[src/rtl/clk_div_multi_pkg.sv]
// ----------------------------------------------------------------------------
// clkdiv_pkg : shared constants and helpers for the multi-channel clock divider.
//   CW_DEF       default half-period counter/register width
//   DEF_HALF_DEF default reset half-period (output period = 2*DEF_HALF)
//   CW_MAX       widest half-period supported by max1()
//   max1(x)      clamps a half-period of 0 up to 1
// ----------------------------------------------------------------------------
package clkdiv_pkg;

   localparam int unsigned CW_DEF       = 32;
   localparam int unsigned DEF_HALF_DEF = 100;
   localparam int unsigned CW_MAX       = 64;

   // A half-period of 0 would never wrap; 1 is the fastest legal rate (CLK_IN/2).
   function automatic logic [CW_MAX-1:0] max1(input logic [CW_MAX-1:0] x);
      return (x == '0) ? CW_MAX'(1) : x;
   endfunction

endpackage

[src/rtl/clk_div_multi_if.sv]
// ----------------------------------------------------------------------------
// clk_div_multi_if : control/status bus of clk_div_multi.
//   sync       realign all channels          en        per-channel run enable
//   div_wr     half-period write strobe      div_sel   addressed channel
//   div_data   half-period write value       div_rdata active half-period of div_sel
//   div_pend   shadow written, not applied   CLK_OUT   divided clocks
//   tick       one-cycle pulse on each CLK_OUT rising edge
// master drives control (system side), slave is the divider.
// ----------------------------------------------------------------------------
interface clk_div_multi_if
   import clkdiv_pkg::*;
#(
   parameter int unsigned NCH = 4,
   parameter int unsigned CW  = CW_DEF
);

   localparam int unsigned SW = (NCH > 1) ? $clog2(NCH) : 1;

   logic            sync;
   logic [NCH-1:0]  en;
   logic            div_wr;
   logic [SW-1:0]   div_sel;
   logic [CW-1:0]   div_data;
   logic [CW-1:0]   div_rdata;
   logic [NCH-1:0]  div_pend;
   logic [NCH-1:0]  CLK_OUT;
   logic [NCH-1:0]  tick;

   modport master (
      output sync, en, div_wr, div_sel, div_data,
      input  div_rdata, div_pend, CLK_OUT, tick
   );

   modport slave (
      input  sync, en, div_wr, div_sel, div_data,
      output div_rdata, div_pend, CLK_OUT, tick
   );

endinterface

[src/rtl/clk_div_multi_chan.sv]
// ----------------------------------------------------------------------------
// clk_div_chan : one 50%-duty divider channel with glitch-free reprogramming.
//   CLK_IN    system clock            clr       async active-high reset
//   en_i      run enable              sync_i    phase realign (clears cnt/out)
//   wr_i      half-period write       data_i    half-period value
//   active_o  half-period in use      pend_o    shadow awaiting transfer
//   clk_o     divided clock           tick_o    pulse on clk_o rising edge
// ----------------------------------------------------------------------------
module clk_div_chan
   import clkdiv_pkg::*;
#(
   parameter int unsigned CW       = CW_DEF,
   parameter int unsigned DEF_HALF = DEF_HALF_DEF
) (
   input  logic          CLK_IN,
   input  logic          clr,
   input  logic          en_i,
   input  logic          sync_i,
   input  logic          wr_i,
   input  logic [CW-1:0] data_i,
   output logic [CW-1:0] active_o,
   output logic          pend_o,
   output logic          clk_o,
   output logic          tick_o
);

   logic [CW-1:0] cnt_q, cnt_d;
   logic [CW-1:0] active_q, active_d;
   logic [CW-1:0] shadow_q, shadow_d;
   logic          pend_q, pend_d;
   logic          clk_q, clk_d;
   logic          tick_q, tick_d;
   logic          wrap;
   logic [CW-1:0] wdata;

   assign wrap  = en_i && (cnt_q == (active_q - CW'(1)));
   assign wdata = CW'(max1(CW_MAX'(data_i)));

   // Next state: sync beats write/transfer; new values land only on a wrap.
   always_comb begin
      cnt_d    = cnt_q;
      active_d = active_q;
      shadow_d = shadow_q;
      pend_d   = pend_q;
      clk_d    = clk_q;
      tick_d   = 1'b0;
      if (sync_i) begin
         cnt_d  = '0;
         clk_d  = 1'b0;
         pend_d = 1'b0;
         if (pend_q) begin
            active_d = shadow_q;
         end
      end else begin
         if (en_i) begin
            if (wrap) begin
               cnt_d  = '0;
               clk_d  = ~clk_q;
               tick_d = ~clk_q;
            end else begin
               cnt_d = cnt_q + CW'(1);
            end
         end
         if (wr_i) begin
            shadow_d = wdata;
            // A write landing on the wrap goes straight into use.
            if (wrap) begin
               active_d = wdata;
               pend_d   = 1'b0;
            end else begin
               pend_d = 1'b1;
            end
         end else if (wrap && pend_q) begin
            active_d = shadow_q;
            pend_d   = 1'b0;
         end
      end
   end

   // State registers.
   always_ff @(posedge CLK_IN or posedge clr) begin
      if (clr) begin
         cnt_q    <= '0;
         active_q <= CW'(DEF_HALF);
         shadow_q <= CW'(DEF_HALF);
         pend_q   <= 1'b0;
         clk_q    <= 1'b0;
         tick_q   <= 1'b0;
      end else begin
         cnt_q    <= cnt_d;
         active_q <= active_d;
         shadow_q <= shadow_d;
         pend_q   <= pend_d;
         clk_q    <= clk_d;
         tick_q   <= tick_d;
      end
   end

   assign active_o = active_q;
   assign pend_o   = pend_q;
   assign clk_o    = clk_q;
   assign tick_o   = tick_q;

endmodule

[src/rtl/clk_div_multi.sv]
// ----------------------------------------------------------------------------
// clk_div_multi : NCH independent programmable 50%-duty clock dividers.
//   CLK_IN  system clock
//   clr     async active-high reset (all channels back to DEF_HALF)
//   bus     clk_div_multi_if.slave control/status bus
// div_rdata is combinational from the addressed channel's active half-period.
// ----------------------------------------------------------------------------
module clk_div_multi
   import clkdiv_pkg::*;
#(
   parameter int unsigned NCH      = 4,
   parameter int unsigned CW       = CW_DEF,
   parameter int unsigned DEF_HALF = DEF_HALF_DEF
) (
   input  logic           CLK_IN,
   input  logic           clr,
   clk_div_multi_if.slave bus
);

   logic [CW-1:0] active_w [NCH];

   for (genvar i = 0; i < NCH; i++) begin : g_chan
      logic wr_c;
      logic pend_w, clk_w, tick_w;

      // Per-channel write decode; out-of-range selects hit nothing.
      assign wr_c = bus.div_wr && (32'(bus.div_sel) == 32'(i));

      clk_div_chan #(
         .CW       (CW),
         .DEF_HALF (DEF_HALF)
      ) u_chan (
         .CLK_IN   (CLK_IN),
         .clr      (clr),
         .en_i     (bus.en[i]),
         .sync_i   (bus.sync),
         .wr_i     (wr_c),
         .data_i   (bus.div_data),
         .active_o (active_w[i]),
         .pend_o   (pend_w),
         .clk_o    (clk_w),
         .tick_o   (tick_w)
      );

      assign bus.div_pend[i] = pend_w;
      assign bus.CLK_OUT[i]  = clk_w;
      assign bus.tick[i]     = tick_w;
   end

   // Readback mux; unmapped selects read as zero.
   always_comb begin
      bus.div_rdata = '0;
      if (32'(bus.div_sel) < NCH) begin
         bus.div_rdata = active_w[bus.div_sel];
      end
   end

endmodule

[src/flat_wrapper.sv]
// flat-port wrapper written by rule: the top's interface ports become plain ports
module clk_div_multi_flat import clkdiv_pkg::*;
#(
   parameter int unsigned NCH      = 4,
   parameter int unsigned CW       = CW_DEF,
   parameter int unsigned DEF_HALF = DEF_HALF_DEF
)
  (CLK_IN, clr, bus_sync, bus_en, bus_div_wr, bus_div_sel, bus_div_data, bus_div_rdata, bus_div_pend, bus_CLK_OUT, bus_tick);
  clk_div_multi_if #(.NCH(NCH), .CW(CW)) bus_i ();
  input  logic CLK_IN;
  input  logic clr;
  input wire logic [$bits(bus_i.sync)-1:0] bus_sync;
  input wire logic [$bits(bus_i.en)-1:0] bus_en;
  input wire logic [$bits(bus_i.div_wr)-1:0] bus_div_wr;
  input wire logic [$bits(bus_i.div_sel)-1:0] bus_div_sel;
  input wire logic [$bits(bus_i.div_data)-1:0] bus_div_data;
  output wire logic [$bits(bus_i.div_rdata)-1:0] bus_div_rdata;
  output wire logic [$bits(bus_i.div_pend)-1:0] bus_div_pend;
  output wire logic [$bits(bus_i.CLK_OUT)-1:0] bus_CLK_OUT;
  output wire logic [$bits(bus_i.tick)-1:0] bus_tick;
  assign bus_i.sync = bus_sync;
  assign bus_i.en = bus_en;
  assign bus_i.div_wr = bus_div_wr;
  assign bus_i.div_sel = bus_div_sel;
  assign bus_i.div_data = bus_div_data;
  assign bus_div_rdata = bus_i.div_rdata;
  assign bus_div_pend = bus_i.div_pend;
  assign bus_CLK_OUT = bus_i.CLK_OUT;
  assign bus_tick = bus_i.tick;
  clk_div_multi #(.NCH(NCH), .CW(CW), .DEF_HALF(DEF_HALF)) u_core (.CLK_IN(CLK_IN), .clr(clr), .bus(bus_i));
endmodule
[config.mk]
export PLATFORM = sky130hd
export DESIGN_NAME = clk_div_multi_flat
export DESIGN_NICKNAME = d
export VERILOG_FILES = /design/src/rtl/clk_div_multi_pkg.sv /design/src/rtl/clk_div_multi_if.sv /design/src/rtl/clk_div_multi_chan.sv /design/src/rtl/clk_div_multi.sv /design/src/flat_wrapper.sv
export SDC_FILE = /design/constraint.sdc
export NUM_CORES = 1
export LEC_CHECK = 0
export ABC_AREA = 1
export CELL_PAD_IN_SITES_DETAIL_PLACEMENT = 0
export CELL_PAD_IN_SITES_GLOBAL_PLACEMENT = 2
export CORE_UTILIZATION = 32
export CTS_CLUSTER_DIAMETER = 50
export DETAILED_ROUTE_END_ITERATION = 16
export HOLD_SLACK_MARGIN = 0.06
export PLACE_DENSITY_LB_ADDON = 0.25
export SLEW_MARGIN = 40
export SYNTH_ARGS = -nofsm -noshare
export SYNTH_HDL_FRONTEND = slang
export SYNTH_SLANG_ARGS = --single-unit
[constraint.sdc]
create_clock -name CLK_IN -period 12.38 [get_ports CLK_IN]
set_input_delay 2.476 -clock CLK_IN [delete_from_list [all_inputs] [get_ports CLK_IN]]
set_output_delay 2.476 -clock CLK_IN [all_outputs]
set_load 0.005 [all_outputs]
==> results.md <==
- The average detailed-routed wire length per instance is 21.5 um.
- The total track usage is 0.253.
- The final wirelength is 96700 um.
- The family with the most delay on the worst path is buffers and inverters.
- For this configuration, the core starts out at a cell density of 0.324.
- The first global-routing pass estimated 146000 um of wire.
- Entering global routing, the biggest net connects 92 pins.
- The fraction of final layout cells sized beyond drive strength 1 is 0.0692.
- The placeable core region is 0.0747 mm^2.
- After routing, the total negative slack on setup checks comes to 0 ns.
- The launch instance of the worst register-to-register path is u_core.g_chan[1].u_chan.active_o[0].
- Setup violations remaining at the end of the flow were counted as 0.
- After synthesis, the mean cell area works out to 7.07 um^2.
- The share of the synthesized area in compound gates (AO/OA/AOI/OAI) is 0.0723.
- The number of buffer and inverter instances along the worst setup path is 5.
- The synthesized area is 0.0242 mm^2.
- TritonCTS built the clock tree.
- The relative max-transition margin is 0.469.
- Input and output buffers added on the ports amount to 85.
- Of the post-synthesis cell area, the dominant cell type holds 0.384.
- In this run, distinct cell masters in the synthesized netlist total 51.
- Counting every net in the synthesized netlist gives 3477.
- The post-route DRC violation count is 0.
- The synthesis-to-finish area growth is 16.5%.
- The later pin in the worst-skew pair is clocked with a latency of 0.61 ns.
- The post-synthesis cell count is 3427.
- The post-layout minimum cycle time is 7.85 ns.
- Walking the worst path, the cells encountered are clkdlybuf4s50_1 > buf_4 > inv_1 > nor2_2 > buf_4 > a22oi_1 > o211ai_1 > clkdlybuf4s50_1.
- The portion of the post-synthesis area used by sequential elements is 0.410.
- The share of flip-flops with an asynchronous set or reset after synthesis is 1.00.
- The category of the worst setup path launch point is an input pin.
- For this run, the share of the core covered by cells in the final layout is 0.378.
- Of the total synthesized cell area, the portion taken by full adders, half adders and majority gates is 0.00413.
- The number of antenna violations at the first check in global routing is 1.
- After filler insertion, the fill cell instance count of the layout stands at 7824.
- Routability-driven placement finished with a final weighted congestion of 0.908.
- Clock tree synthesis inserted a total of 68 buffers.
- Row generation in the floorplan step produced 100 rows.
- The start point of the worst hold path is u_core.g_chan[1].u_chan.shadow_q[0].
- The via density per instance is 5.13.
- In this run the worst hold path is classified as register to register.
- The maximum clock frequency is 0.127 GHz.
- The I/O pin total is 86.
- The final count of pins violating max slew is 0.
- The data arrival time of the worst path is 5.37 ns.
- The vertical extent of the die is 277 um.
- The maximum fanout along the worst path is 27.
- After clock tree synthesis, the clock-pin slew on the worst setup and hold paths is 0.06 ns.
- The floorplan die area is 0.0768 mm^2.
- The slew at the pin with the worst max-slew slack is 0.796 ns.
- The post-route antenna net violation count is 0.
- The number of gates resized after CTS was 0.
- The total power per unit cell area is 196 mW/mm^2.
- The prevailing post-synth register cell is sky130_fd_sc_hd__dfrtp_1.
- The sum of overflow across all layers after global routing is 0.
- The number of global-route vias before repair is 22311.
- Of the post-synthesis cell area, the part taken by muxes is 0.
- The repair_antennas step left the layout with diodes totalling 0.
- The post-route fraction of the period consumed by the critical path is 0.634.
- After synthesis, the largest family of logic cells by area is simple AND/OR/NAND/NOR gates.
- The setup path with the least slack is of type input pin to primary output.
- The post-layout net count is 3534.
- The clock tree synthesis step divided the H-tree into 3 levels.
- The clock arrives with 0.0254 ns of skew.
- For this run, the detailed router's first-pass iteration total came to 6.
- The library cells used most frequently in the layout, excluding fill and tap cells, are 1016 x sky130_fd_sc_hd__nand2_1, 490 x sky130_fd_sc_hd__nor2_1, 372 x sky130_fd_sc_hd__dfrtp_1.
- Setup repair after global routing left no endpoint under its margin.
- In this run the worst setup path begins at bus_div_sel[0].
- The run finished with clean final reports.
- The number of failing hold endpoints at the final stage is 0.
- The maximum resistive drop on vdd is 88.8 uV.
- The longest individual stage delay on the worst path is 0.61 ns.
- The number of enable flip-flop cells after synthesis is 0.
- The total half-perimeter wirelength after legalization and detailed placement is 73500 um.
- By area the synthesized netlist is led by sky130_fd_sc_hd__dfrtp_1 38%, sky130_fd_sc_hd__nand2_1 16%, sky130_fd_sc_hd__nor2_1 7.6%.
- The simple-gate share of the synthesized area is 0.363.
- The library cell used most frequently in the layout, excluding fill and tap cells, is sky130_fd_sc_hd__nand2_1.
- The area share of xor/xnor cells in the synthesized design is 0.0703.
- The root buffer cell chosen for the clock tree is sky130_fd_sc_hd__clkbuf_16.
- The sink count of the clock tree is 396.
- The number of DRC markers in iteration 0 is 1776.
- After clock tree synthesis, the flow added hold-fix buffers numbering 0.
- The worst setup path is captured at a primary output.
- The register-to-register setup slack is 8.09 ns.
- The detailed router placed 23146 vias in this run.
- sky130_fd_sc_hd__dfrtp_1 takes more of the synthesized area than any other cell.
- For the worst setup path, the data required time is 9.90 ns.
- Once the clock tree was built, the setup fixing pass inserted 0 buffers.
- The number of warning messages in the yosys log is 0.
- The number of register bits inferred by synthesis is 396.
- The die outline width is 277 um.
- Across the run, the number of max-cap violations was 0.
- The clock passes through at most 3 buffers.
- The analysis attributes to cell leakage a power of 13.4 nW.
- The largest individual stage delay along the critical path comes from the cell sky130_fd_sc_hd__clkdlybuf4s50_1.
final cells by class:
type / count / area [um^2] / share of cell area
multi-input cells: 2578 / 12400 / 0.438
flip-flops and latches: 396 / 9940 / 0.352
clock buffers: 91 / 1960 / 0.0695
inverters: 326 / 1230 / 0.0435
well taps: 969 / 1210 / 0.0429
repair buffers: 114 / 1160 / 0.0411
clock inverters: 34 / 359 / 0.0127
metal layers:
metal | global-route usage | part of all wire | vias to the layer above | wire (um)
met5 | 0 | 0.00013 | - | 13
met4 | 0.0746 | 0.028 | 2 | 2670
met3 | 0.0377 | 0.054 | 138 | 5270
met2 | 0.394 | 0.45 | 680 | 43300
met1 | 0.361 | 0.47 | 11185 | 45500
li1 | - | - | 11141 | -
worst paths after layout:
path | cells past startpoint | end
hold / removal | 2 | u_core.g_chan[1].u_chan.shadow_q[0]
max in group asynchronous | 6 | u_core.g_chan[1].u_chan.cnt_q[31]
hold reg to reg | 2 | u_core.g_chan[1].u_chan.shadow_q[0]
setup reg to reg | 17 | u_core.g_chan[1].u_chan.active_o[10]
min in group asynchronous | 2 | u_core.g_chan[2].u_chan.cnt_q[14]
setup / recovery | 8 | bus_div_rdata[17]
cell families (layout without fill, tap and decap cells):
family	Yosys count	in the layout
flops	396	396
compound gates	303	303
xor+xnor	192	192
buf+inv	453	565
simple gates	2075	2075
fa+ha+maj	8	8
cell usage after synthesis, types with 13 or more instances:
| cell | number |
|---|---|
| sky130_fd_sc_hd__a21oi_1 | 29 |
| sky130_fd_sc_hd__a22oi_1 | 32 |
| sky130_fd_sc_hd__buf_2 | 27 |
| sky130_fd_sc_hd__buf_4 | 19 |
| sky130_fd_sc_hd__buf_6 | 17 |
| sky130_fd_sc_hd__clkbuf_1 | 62 |
| sky130_fd_sc_hd__dfrtp_1 | 372 |
| sky130_fd_sc_hd__dfstp_2 | 24 |
| sky130_fd_sc_hd__inv_1 | 316 |
| sky130_fd_sc_hd__nand2_1 | 1022 |
| sky130_fd_sc_hd__nand3_1 | 308 |
| sky130_fd_sc_hd__nand3b_1 | 13 |
| sky130_fd_sc_hd__nand4_1 | 79 |
| sky130_fd_sc_hd__nor2_1 | 493 |
| sky130_fd_sc_hd__nor2_2 | 30 |
| sky130_fd_sc_hd__nor3_1 | 76 |
| sky130_fd_sc_hd__o211ai_1 | 13 |
| sky130_fd_sc_hd__o21ai_0 | 171 |
| sky130_fd_sc_hd__xnor2_1 | 85 |
| sky130_fd_sc_hd__xor2_1 | 105 |
registers in the layout, indices dropped and copies added, names as in the netlist:
| name | count |
|---|---|
| u_core.g_chan.u_chan.active_o | 128 |
| u_core.g_chan.u_chan.tick_o | 4 |
| u_core.g_chan.u_chan.cnt_q | 128 |
| u_core.g_chan.u_chan.shadow_q | 128 |
| u_core.g_chan.u_chan.clk_o | 4 |
| u_core.g_chan.u_chan.pend_o | 4 |
worst reg2reg max path, stage by stage (launching register included):
cell and delay, ns:
sky130_fd_sc_hd__dfrtp_1 0.54, sky130_fd_sc_hd__inv_1 0.21, sky130_fd_sc_hd__ha_1 0.25, sky130_fd_sc_hd__nand2_2 0.13, sky130_fd_sc_hd__nor2_4 0.29, sky130_fd_sc_hd__nand3_1 0.20
sky130_fd_sc_hd__nor2_1 0.13, sky130_fd_sc_hd__nand2_1 0.06, sky130_fd_sc_hd__nand2_1 0.16, sky130_fd_sc_hd__nand3_1 0.10, sky130_fd_sc_hd__nor2_1 0.18, sky130_fd_sc_hd__nand3_2 0.22
sky130_fd_sc_hd__nand2_2 0.10, sky130_fd_sc_hd__buf_4 0.60, sky130_fd_sc_hd__nand2_1 0.48, sky130_fd_sc_hd__buf_4 0.37, sky130_fd_sc_hd__nand2_1 0.12, sky130_fd_sc_hd__nand2_1 0.06
metrics by stage:
step           std cells  setup WS [ns]  hold WS, ns  power (mW)  area, um^2
6_report            4508           4.53        0.481        5.53       28200
5_1_grt             4508           4.46        0.517        5.86       28200
4_1_cts             4508           4.41        0.482        5.56       28200
3_5_place_dp        4383           4.43        0.468        3.61       25900
3_3_place_gp        4379           4.46        0.464        3.60       25800
2_1_floorplan       3427           4.59        0.445        2.89       24200
report_power, final:
| part | internal, mW | switching (mW) | total [mW] |
|---|---|---|---|
| Combinational | 0.565 | 1.13 | 1.70 |
| Sequential | 1.50 | 0.398 | 1.90 |
| Clock | 1.21 | 0.716 | 1.92 |
Note: power is estimated with default switching activity, not from simulation.
